`src/rtl/core_apb_master.sv`:
```
// APB requester: turns single-beat core load/store requests into APB setup/access
// transfers, with alignment checking and an access-phase timeout.
//   state  | meaning
//   IDLE   | no transfer, ready for a request
//   SETUP  | APB setup phase (psel=1, penable=0)
//   ACCESS | APB access phase, waiting for pready or timeout
//   RESP   | one-cycle response to the core, ready for a request
module core_apb_master #(
  parameter int DATA_LENGTH    = 32,
  parameter int ADDRESS_LENGTH = 32,
  parameter int TIMEOUT_CYCLES = 16
) (
  input  logic                      from_top_clk,
  input  logic                      from_top_rst,
  input  logic                      core_req_valid,
  output logic                      core_req_ready,
  input  logic                      core_req_write,
  input  logic [ADDRESS_LENGTH-1:0] core_req_addr,
  input  logic [DATA_LENGTH-1:0]    core_req_wdata,
  input  logic [DATA_LENGTH/8-1:0]  core_req_strb,
  output logic                      core_rsp_valid,
  output logic [DATA_LENGTH-1:0]    core_rsp_rdata,
  output logic                      core_rsp_error,
  output logic                      psel,
  output logic                      penable,
  output logic                      pwrite,
  output logic [ADDRESS_LENGTH-1:0] paddr,
  output logic [DATA_LENGTH-1:0]    pwdata,
  output logic [DATA_LENGTH/8-1:0]  pstrb,
  input  logic                      pready,
  input  logic [DATA_LENGTH-1:0]    prdata,
  input  logic                      pslverr
);

  // A zero TIMEOUT_CYCLES still needs a legal one-bit counter.
  localparam int CNT_W = (TIMEOUT_CYCLES == 0) ? 1 : $clog2(TIMEOUT_CYCLES + 1);
  localparam logic [CNT_W-1:0] CNT_MAX   = '1;
  localparam logic [CNT_W-1:0] CNT_LIMIT = CNT_W'(TIMEOUT_CYCLES);

  typedef enum logic [1:0] {
    ST_IDLE   = 2'd0,
    ST_SETUP  = 2'd1,
    ST_ACCESS = 2'd2,
    ST_RESP   = 2'd3
  } state_t;

  state_t           state;
  logic [CNT_W-1:0] wait_cnt;
  logic             accept;
  logic             aligned;
  logic             timed_out;

  assign core_req_ready = (state == ST_IDLE) || (state == ST_RESP);
  assign accept         = core_req_valid && core_req_ready;
  assign aligned        = (core_req_addr[1:0] == 2'b00);
  assign timed_out      = (TIMEOUT_CYCLES != 0) && (wait_cnt == CNT_LIMIT);

  always_ff @(posedge from_top_clk or posedge from_top_rst) begin
    if (from_top_rst) begin
      state          <= ST_IDLE;
      psel           <= 1'b0;
      penable        <= 1'b0;
      pwrite         <= 1'b0;
      paddr          <= '0;
      pwdata         <= '0;
      pstrb          <= '0;
      core_rsp_valid <= 1'b0;
      core_rsp_rdata <= '0;
      core_rsp_error <= 1'b0;
      wait_cnt       <= '0;
    end else begin
      core_rsp_valid <= 1'b0;
      case (state)
        ST_IDLE, ST_RESP: begin
          if (accept && aligned) begin
            state   <= ST_SETUP;
            psel    <= 1'b1;
            penable <= 1'b0;
            paddr   <= core_req_addr;
            pwrite  <= core_req_write;
            pwdata  <= core_req_wdata;
            pstrb   <= core_req_write ? core_req_strb : '0;
          end else if (accept) begin
            // Misaligned: answer directly without touching the bus.
            state          <= ST_RESP;
            core_rsp_valid <= 1'b1;
            core_rsp_error <= 1'b1;
            core_rsp_rdata <= '0;
          end else begin
            state <= ST_IDLE;
          end
        end
        ST_SETUP: begin
          state    <= ST_ACCESS;
          penable  <= 1'b1;
          wait_cnt <= '0;
        end
        ST_ACCESS: begin
          if (pready) begin
            state          <= ST_RESP;
            psel           <= 1'b0;
            penable        <= 1'b0;
            core_rsp_valid <= 1'b1;
            core_rsp_error <= pslverr;
            core_rsp_rdata <= (!pwrite && !pslverr) ? prdata : '0;
          end else if (timed_out) begin
            state          <= ST_RESP;
            psel           <= 1'b0;
            penable        <= 1'b0;
            core_rsp_valid <= 1'b1;
            core_rsp_error <= 1'b1;
            core_rsp_rdata <= '0;
          end else if (wait_cnt != CNT_MAX) begin
            wait_cnt <= wait_cnt + 1'b1;
          end
        end
        default: state <= ST_IDLE;
      endcase
    end
  end

endmodule

```
`config.mk`:
```
export PLATFORM = sky130hd
export DESIGN_NAME = core_apb_master
export DESIGN_NICKNAME = d
export VERILOG_FILES = /design/src/rtl/core_apb_master.sv
export SDC_FILE = /design/constraint.sdc
export NUM_CORES = 1
export LEC_CHECK = 0
export CAP_MARGIN = 20
export CORE_MARGIN = 2
export CORE_UTILIZATION = 42
export DETAILED_ROUTE_END_ITERATION = 10
export PLACE_DENSITY = 0.84
export SETUP_SLACK_MARGIN = 0.4
export SYNTH_ARGS = -nofsm -noshare
export SYNTH_HDL_FRONTEND = slang
export SYNTH_SLANG_ARGS = --single-unit
```
`constraint.sdc`:
```
create_clock -name from_top_clk -period 5 [get_ports from_top_clk]
set_clock_uncertainty 0.2 [all_clocks]
set_input_delay 1 -clock from_top_clk [delete_from_list [all_inputs] [get_ports from_top_clk]]
set_output_delay 1 -clock from_top_clk [all_outputs]
set_load 0.02 [all_outputs]
```
# Yosys cells after proc, flatten, opt, wreduce, memory -nomap -nowiden

Cells that the tools add are included.

Add/subtract/negate cells: 1
Equal/unequal tests: 12
Mux-type cells: 32
Reductions and logical operators: 16

Operators by type and width:

| kind                | count |
|---|---|
| $mux 32             | 5 |
| $pmux 32 s2         | 1 |
| $mux 5              | 3 |
| $mux 1              | 12 |
| $ne 2x2->1 const B  | 6 |
| $pmux 5 s2          | 1 |
| $mux 2              | 4 |
| $reduce_and 4->1    | 2 |
| $pmux 1 s2          | 3 |
| $pmux 2 s3          | 1 |
| $add 5x1->5 const B | 1 |
| $eq 5x5->1 const B  | 1 |
| $ne 5x5->1 const B  | 1 |
| $eq 2x2->1 const B  | 2 |
| $logic_not 2->1     | 2 |
| $mux 4              | 1 |
| $reduce_and 2->1    | 2 |
| $reduce_bool 2->1   | 2 |
| $logic_and 1x1->1   | 3 |
| $ne 3x3->1 const B  | 1 |
| $pmux 1 s3          | 1 |
| $reduce_and 3->1    | 1 |
| $eq 2x1->1 const B  | 1 |
| $logic_not 1->1     | 2 |
| 2 further kinds     | 2 |

Flip-flop bits (word level): 112
Input port bits: 106
Output and inout port bits: 106
Logic and storage cells: 72

# Depth between registers and ports, before layout

Gate-level depths: netlist of run 1.

Depth after elaboration: 6
Depth in mapped cells: 8

# Worst setup path before layout of run 1

OpenSTA, ideal clock, no wires.

Path type: input to register
Start point: input pready
End point: register core_rsp_rdata[0]
Library setup time: 79 ps
Arrival: 1,903 ps
Data required time: 4,721 ps
Path slack: 2,817 ps
Cell stages on the path: 5
Cells stage by stage: buf_2 -> nor2b_2 -> a22oi_4 -> buf_12 -> mux2i_1

Word-level cells in the longest chain between the ends: 2

RTL lines:

| element                                                          | RTL line | source |
|---|---|---|
| start, declared                                                  | 30       | `input logic pready,` |
| $ne 3x3->1 (no source line) or $mux 32 (tied branches)           | --       |  |
| $reduce_and 4->1 (no source line) or $pmux 32 s2 (tied branches) | --       |  |
| end signal, assigned                                             | 105      | `core_rsp_rdata <= (!pwrite && !pslverr) ? prdata : '0;` |
| end, declared                                                    | 22       | `output logic [DATA_LENGTH-1:0] core_rsp_rdata,` |

Several ways; a longest one is shown, not always the timed one.
A chain may end at the register's enable or synchronous reset.

# Final worst setup path of run 1

Start point: register state[0]
End point: output core_req_ready

Word-level cells in the longest chain between the ends: 2

RTL lines:

| element                                       | RTL line | source |
|---|---|---|
| start, declared                               | 47       | `state_t state;` |
| start signal, assigned                        | 60       | `state <= ST_IDLE;` |
| start signal, assigned                        | 76       | `state <= ST_SETUP;` |
| start signal, assigned                        | 85       | `state <= ST_RESP;` |
| $eq 2x2->1 or $logic_not 2->1 (tied branches) | 53       | `assign core_req_ready = (state == ST_IDLE) \|\| (state == ST_RESP);` |
| $logic_or 1x1->1 *                            | 53       |  |
| end, declared                                 | 16       | `output logic core_req_ready,` |

Mark *: on every way between the ends. The rest lies on a longest branch, timed or not.

==> results.tsv, run 1 <==
stage	metric	value	unit
global_routing	largest net degree at the start of global routing	93	
clocking	clock net sink count	112	
timing	# setup viols final	0	
placed_design	placed instance area	0.00694	mm2
power	switching power	1.65	mW
detailed_routing	Final ANT Viol Nets	0	
timing	worst-margin pin slew	0.679	ns
logic_synthesis	Mapped Nets	608	
min_path	hold path start	pwdata[14]$_DFFE_PP0P_	
global_routing	initial antenna violation count	0	
layout	post-route cell area	0.00726	mm2
floorplanning	chip height	111	um
worst_setup_path	Slowest-stage cell, CP	clkdlybuf4s50_1	
timing	final hold viol count	0	
power	Pwr per Cell Area	585	mW/mm2
power	Worst VDD drop	0.000334	V
logic_synthesis	Yosys warnings	0	
clocking	Clock Latency Late Sink	0.34	ns
logic_synthesis	Mapped Cells	497	
worst_setup_path	CP cell instances	inv_1, ha_1, clkdlybuf4s50_1	
logic_synthesis	post-synthesis sequential area ratio	58.5	%
clocking	clock slew at reported path FFs	0.07	ns
clocking	TritonCTS clock tree	built	
power	clock share of power	15.4	%
worst_setup_path	worst reg2reg endpoint	paddr[30]$_DFFE_PP0P_	
floorplanning	die width	111	um
clocking	H-tree depth	3	
power	Switching Fraction	38.8	%
worst_setup_path	CP max FO	9	
clocking	# hold bufs at CTS	0	
min_path	hold path cells	2	
layout	ratio of cells with drive above 1 in the final layout	4.84	%
clocking	Root Driver	clkbuf_16	
worst_setup_path	Req. time, crit path	3.80	ns
min_path	Worst Hold Path EP	pwdata[14]$_DFFE_PP0P_	
placed_design	HPWL Detailed	8.99	mm
timing	setup total negative slack	0	ns
worst_setup_path	Worst setup EP type	output pin	
min_path	worst hold path class	flip-flop to flip-flop	
timing	Tcrit/Tclk final	63.2	%
logic_synthesis	synthesized flop and latch total	112	
detailed_routing	final wirelength	12.6	mm
run_status	status	completed	
worst_setup_path	WP data arrival	1.96	ns
global_routing	All-Layer GR Usage	20.2	%
detailed_routing	Detailed Routing Iterations Pass 1	4	
floorplanning	Ports	212	
clocking	post-CTS setup repair buffer count	0	
logic_synthesis	share of flip-flops with an asynchronous set or reset	100	%
worst_setup_path	reg2reg setup slack	2.36	ns
logic_synthesis	Synth Flop Type	dfrtp_1	
worst_setup_path	WS Path Type	flip-flop to output pin	
clocking	CTS resizes	0	
placed_design	RD Place Congestion	0.821	
detailed_routing	drt wl/cell	14.9	um
timing	minimum clock period	3.16	ns
logic_synthesis	Post-synth EDFFs	0	
worst_setup_path	RR Startpoint	state[0]$_DFFE_PP0P_	
worst_setup_path	CP startpoint kind	flip-flop	
power	P_int	2.60	mW
detailed_routing	vias per cell	4.79	
run	Max-Cap Viols	0	
detailed_routing	drt drc	0	
worst_setup_path	Crit path max-delay family	buffers and inverters	
global_routing	GRT overflow	0	
layout	ANT cells	0	
global_routing	number of global-route vias before repair	4220	
detailed_routing	drt initial violations	171	
power	Reg power frac	35.2	%
timing	RSZ-0062 raised after global routing	false	
detailed_routing	Vias	4034	
floorplanning	row count	38	
clocking	Inserted Clock Buffers	9	
floorplanning	Initial Utilization	43.6	%
clocking	CTS max path bufs	2	
logic_synthesis	Post-Syn Area	0.00479	mm2
logic_synthesis	post-synth cell types	36	
timing	relative slew slack	54.7	%
global_routing	global-route wire length before repair	20.5	mm
placed_design	Port Buffers	211	
layout	Area Overhead vs Synth	51.5	%
power	Comb pwr share	49.4	%
worst_setup_path	path depth of the worst reg2reg path	6	
power	leakage	3.37	nW
timing	Peak Freq	317	MHz
floorplanning	core area	0.0110	mm2
timing	pins over their slew limit	0	
floorplanning	Die Area	0.0123	mm2
worst_setup_path	CP peak stage delay	0.68	ns
layout	Nets	809	
logic_synthesis	Syn Area/Cell	9.64	um2
worst_setup_path	CP bufs+invs	2	
==> metal layers <==
metal	up-vias	wire length, um	global-route usage [%]
met5	-	0	0
met3	15	1010	6.56
met1	1918	5300	25.0
met2	149	6060	33.9
li1	1952	-	-
met4	0	188	6.00
==> logic make-up after synthesis <==
logic type | after synthesis | synth area share (%)
simple gates | 261 | 22.4
mux | 37 | 7.81
flops | 112 | 58.5
buf+inv | 65 | 6.82
compound gates | 17 | 3.11
fa+ha+maj | 5 | 1.31
==> state kept, by name (all words and copies together), names as in the netlist, 2 cells and up <==
signal          cells
paddr              32
state               2
pstrb               4
pwdata             32
core_rsp_rdata     32
wait_cnt            5
==> worst max path at each step <==
stage | start | endpoint | depth (start not counted)
CTS | core_req_valid | penable$_DFFE_PP0P_ | 4
finish | state[0]$_DFFE_PP0P_ | core_req_ready | 3
global placement | core_req_valid | penable$_DFFE_PP0P_ | 4
detailed placement | core_req_valid | penable$_DFFE_PP0P_ | 4
floorplan | from_top_rst | core_rsp_error$_DFFE_PP0P_ | 1
global route | state[0]$_DFFE_PP0P_ | core_req_ready | 3
==> synthesized netlist by cell type, types with 3 or more instances <==
master | n | area share (%)
inv_1 | 39 | 3.1
ha_1 | 5 | 1.3
buf_12 | 3 | 1.3
dfrtp_1 | 112 | 59
nand4_1 | 4 | 0.52
buf_4 | 3 | 0.47
clkbuf_1 | 7 | 0.55
mux2i_1 | 34 | 7.1
o311ai_0 | 3 | 0.55
mux2_2 | 3 | 0.71
nand3_1 | 4 | 0.42
buf_2 | 12 | 1.3
nand2_1 | 234 | 18
and2_1 | 4 | 0.52
==> cell type report <==
cell class | count | area, um2
multi-input cells | 320 | 1680
repair buffers | 216 | 2190
fillers | 853 | 3720
clock buffers | 10 | 229
well taps | 140 | 175
inverters | 39 | 149
flip-flops and latches | 112 | 2800
clock inverters | 6 | 36.3
==> power by group through the flow <==
stage	Sequential, mW	Combinational [mW]	Clock, mW
finish	1.49	2.10	0.653
global route	1.54	2.25	0.706
CTS	1.49	2.11	0.667
detailed placement	1.50	2.10	0
global placement	1.49	2.04	0
floorplan	1.90	0.789	0
==> layout by cell type, fill, tap and decap left out, drive strengths merged, types with 2 or more instances in the layout <==
cell / Yosys / final
nand3: 4 / 4
nor2: 2 / 2
a22oi: 2 / 2
a21oi: 2 / 2
mux2: 3 / 3
and2: 5 / 5
o311ai: 3 / 3
mux2i: 34 / 34
o211ai: 2 / 2
clkdlybuf4s50: 0 / 211
nand2: 234 / 234
o2bb2ai: 2 / 2
ha: 5 / 5
inv: 39 / 39
clkbuf: 7 / 10
nand4bb: 2 / 2
o21ai: 2 / 2
dfrtp: 112 / 112
nand4: 4 / 4
buf: 19 / 5
clkinv: 0 / 5
a31oi: 2 / 2
nand2b: 2 / 2
and4bb: 3 / 3
==> worst register-to-register path, stage by stage, from the launching register on <==
cell      delay (ns)
dfrtp_1         0.37
inv_1           0.06
ha_1            0.51
and4bb_2        0.72
buf_4           0.50
nand2_1         0.14
nand2_1         0.09
==> stage by stage <==
step,hold WS [ns],util (%),instances,worst slack [ns],power (mW)
2_1_floorplan,0.266,-,497,0.841,2.69
3_3_place_gp,0.257,63.2,825,1.43,3.53
3_5_place_dp,0.262,63.2,825,1.38,3.60
4_1_cts,0.280,65.6,841,1.74,4.27
5_1_grt,0.290,66.1,843,1.77,4.49
6_report,0.274,66.1,843,1.84,4.25
(Power assumes the default switching activity.)
==> run 2, diff against run 1 <==
==> constraint.sdc (replaced) <==
create_clock -name from_top_clk -period 3.2 [get_ports from_top_clk]
set_clock_uncertainty 0.2 [all_clocks]
set_input_delay 0.64 -clock from_top_clk [delete_from_list [all_inputs] [get_ports from_top_clk]]
set_output_delay 0.64 -clock from_top_clk [all_outputs]
set_load 0.02 [all_outputs]
==> run 2 against run 1 <==
First-iteration DRC count up 19%. Highest routed layer unchanged. Critical endpoint unchanged. Combinational power is 56% higher. Cell count down 0.24%. Largest cell class unchanged. Design area is 0.28% higher. Non-clock buffer count fell by 1. Clock power rose by 78%.
==> results.tsv, run 2 (synthesis results as in run 1) <==
stage	metric	value	unit
run_status	status	completed	
power	clock share of power	17.2	%
layout	ANT cells	0	
placed_design	Port Buffers	211	
layout	ratio of cells with drive above 1 in the final layout	4.42	%
timing	RSZ-0062 raised after global routing	false	
min_path	worst hold path class	flip-flop to flip-flop	
worst_setup_path	Req. time, crit path	2.36	ns
global_routing	All-Layer GR Usage	20.3	%
detailed_routing	Final ANT Viol Nets	0	
worst_setup_path	Worst setup EP type	output pin	
clocking	# hold bufs at CTS	0	
global_routing	largest net degree at the start of global routing	113	
floorplanning	die width	111	um
detailed_routing	drt drc	0	
power	Pwr per Cell Area	929	mW/mm2
floorplanning	Ports	212	
power	P_int	4.22	mW
clocking	Inserted Clock Buffers	9	
worst_setup_path	CP peak stage delay	0.64	ns
clocking	CTS resizes	0	
timing	setup total negative slack	0	ns
worst_setup_path	CP max FO	9	
timing	worst-margin pin slew	0.702	ns
detailed_routing	drt initial violations	204	
clocking	post-CTS setup repair buffer count	0	
power	switching power	2.54	mW
timing	pins over their slew limit	0	
power	Reg power frac	34.4	%
worst_setup_path	WS Path Type	flip-flop to output pin	
timing	Peak Freq	373	MHz
power	Switching Fraction	37.5	%
detailed_routing	final wirelength	12.4	mm
global_routing	number of global-route vias before repair	4118	
clocking	CTS max path bufs	2	
clocking	Root Driver	clkbuf_16	
layout	commonest non-fill, non-tap cell in the layout	nand2_1	
power	Comb pwr share	48.3	%
detailed_routing	Detailed Routing Iterations Pass 1	4	
worst_setup_path	WP data arrival	1.84	ns
layout	post-route cell area	0.00728	mm2
timing	Tcrit/Tclk final	83.8	%
clocking	TritonCTS clock tree	built	
floorplanning	Initial Utilization	43.6	%
floorplanning	core area	0.0110	mm2
worst_setup_path	Slowest-stage cell, CP	clkdlybuf4s50_1	
floorplanning	chip height	111	um
layout	Nets	808	
placed_design	placed instance area	0.00697	mm2
detailed_routing	drt wl/cell	14.8	um
timing	minimum clock period	2.68	ns
floorplanning	Die Area	0.0123	mm2
detailed_routing	vias per cell	4.75	
worst_setup_path	CP cell instances	ha_2, clkdlybuf4s50_1	
layout	largest registers	core_rsp_rdata: 32 flops, paddr: 32 flops, pwdata: 32 flops	
layout	Fill cells	859	
run	Max-Cap Viols	0	
placed_design	HPWL Detailed	8.94	mm
power	Worst VDD drop	0.000475	V
detailed_routing	Vias	3998	
global_routing	initial antenna violation count	0	
placed_design	RD Place Congestion	0.814	
clocking	clock net sink count	112	
clocking	clock slew at reported path FFs	0.07	ns
floorplanning	row count	38	
power	leakage	3.36	nW
layout	commonest non-fill, non-tap cells in the layout	nand2_1 (234), clkdlybuf4s50_1 (211), dfrtp_1 (112)	
global_routing	GRT overflow	0	
timing	final hold viol count	0	
timing	# setup viols final	0	
global_routing	global-route wire length before repair	20.5	mm
timing	relative slew slack	53.2	%
clocking	Clock Latency Late Sink	0.34	ns
clocking	H-tree depth	3	
layout	Area Overhead vs Synth	52.0	%
worst_setup_path	CP startpoint kind	flip-flop	
-- run 2: cell types whose count changed in the layout (fill, tap and decap cells not counted), moves of 2 or more --
cell,before,now
buf_12,0,2
bufinv_16,0,2
buf_16,2,0
clkbuf_1,1,3
clkinv_2,4,0
-- run 2: metrics by stage --
step | utilization [%] | hold WS (ns) | setup slack [ns] | instances | power (mW)
2_1_floorplan | - | 0.266 | 1.00 | 497 | 4.20
3_3_place_gp | 63.5 | 0.257 | 0.632 | 826 | 5.52
3_5_place_dp | 63.5 | 0.262 | 0.511 | 826 | 5.64
4_1_cts | 66.2 | 0.279 | 0.414 | 841 | 6.82
5_1_grt | 66.3 | 0.301 | 0.442 | 841 | 7.16
6_report | 66.3 | 0.274 | 0.518 | 841 | 6.76
-- run 2: area by class of cell --
cell class / instances / area (um2) / area share [%]
tap: 140 / 175 / 2.41
clock buffer: 12 / 236 / 3.25
sequential: 112 / 2800 / 38.5
clock inverter: 3 / 67.6 / 0.928
multi-input combinational: 320 / 1680 / 23.1
timing repair buffer: 215 / 2170 / 29.8
inverter: 39 / 150 / 2.06
-- run 2: path summary, 6_finish.rpt --
| path | from | endpoint | slack (ns) | cells after the start |
|---|---|---|---|---|
| setup / recovery | state[1]$_DFFE_PP0P_ | core_req_ready | 0.52 | 2 |
| hold / removal | pstrb[0]$_DFFE_PP0P_ | pstrb[0]$_DFFE_PP0P_ | 0.27 | 2 |
| setup reg to reg | wait_cnt[1]$_DFFE_PP0P_ | core_rsp_rdata[11]$_DFFE_PP0P_ | 0.88 | 6 |
| hold reg to reg | pstrb[0]$_DFFE_PP0P_ | pstrb[0]$_DFFE_PP0P_ | 0.27 | 2 |
| max in group asynchronous | from_top_rst | pwdata[18]$_DFFE_PP0P_ | 1.72 | 3 |
| min in group asynchronous | from_top_rst | core_rsp_rdata[28]$_DFFE_PP0P_ | 0.62 | 3 |
-- run 2: metal layers --
layer	vias up	track usage [%]	share of wire, %
met4	0	5.75	1.2
met2	158	33.7	48
met5	-	0	0
li1	1939	-	-
met1	1891	25.7	42
met3	10	6.29	8.6
-- run 2: power by group through the flow --
stage	Clock [mW]	Combinational, mW	Sequential (mW)
3_3_place_gp	0	3.21	2.32
3_5_place_dp	0	3.28	2.36
5_1_grt	1.25	3.51	2.40
2_1_floorplan	0	1.23	2.96
4_1_cts	1.19	3.30	2.33
6_report	1.16	3.27	2.33
-- run 2: worst max-delay path, delay by kind of cell (launching register included) --
kind	cells	cell delay [ns]
flip-flops	1	0.40
adder cells (fa/ha/maj)	1	0.46
buffers and inverters	1	0.64
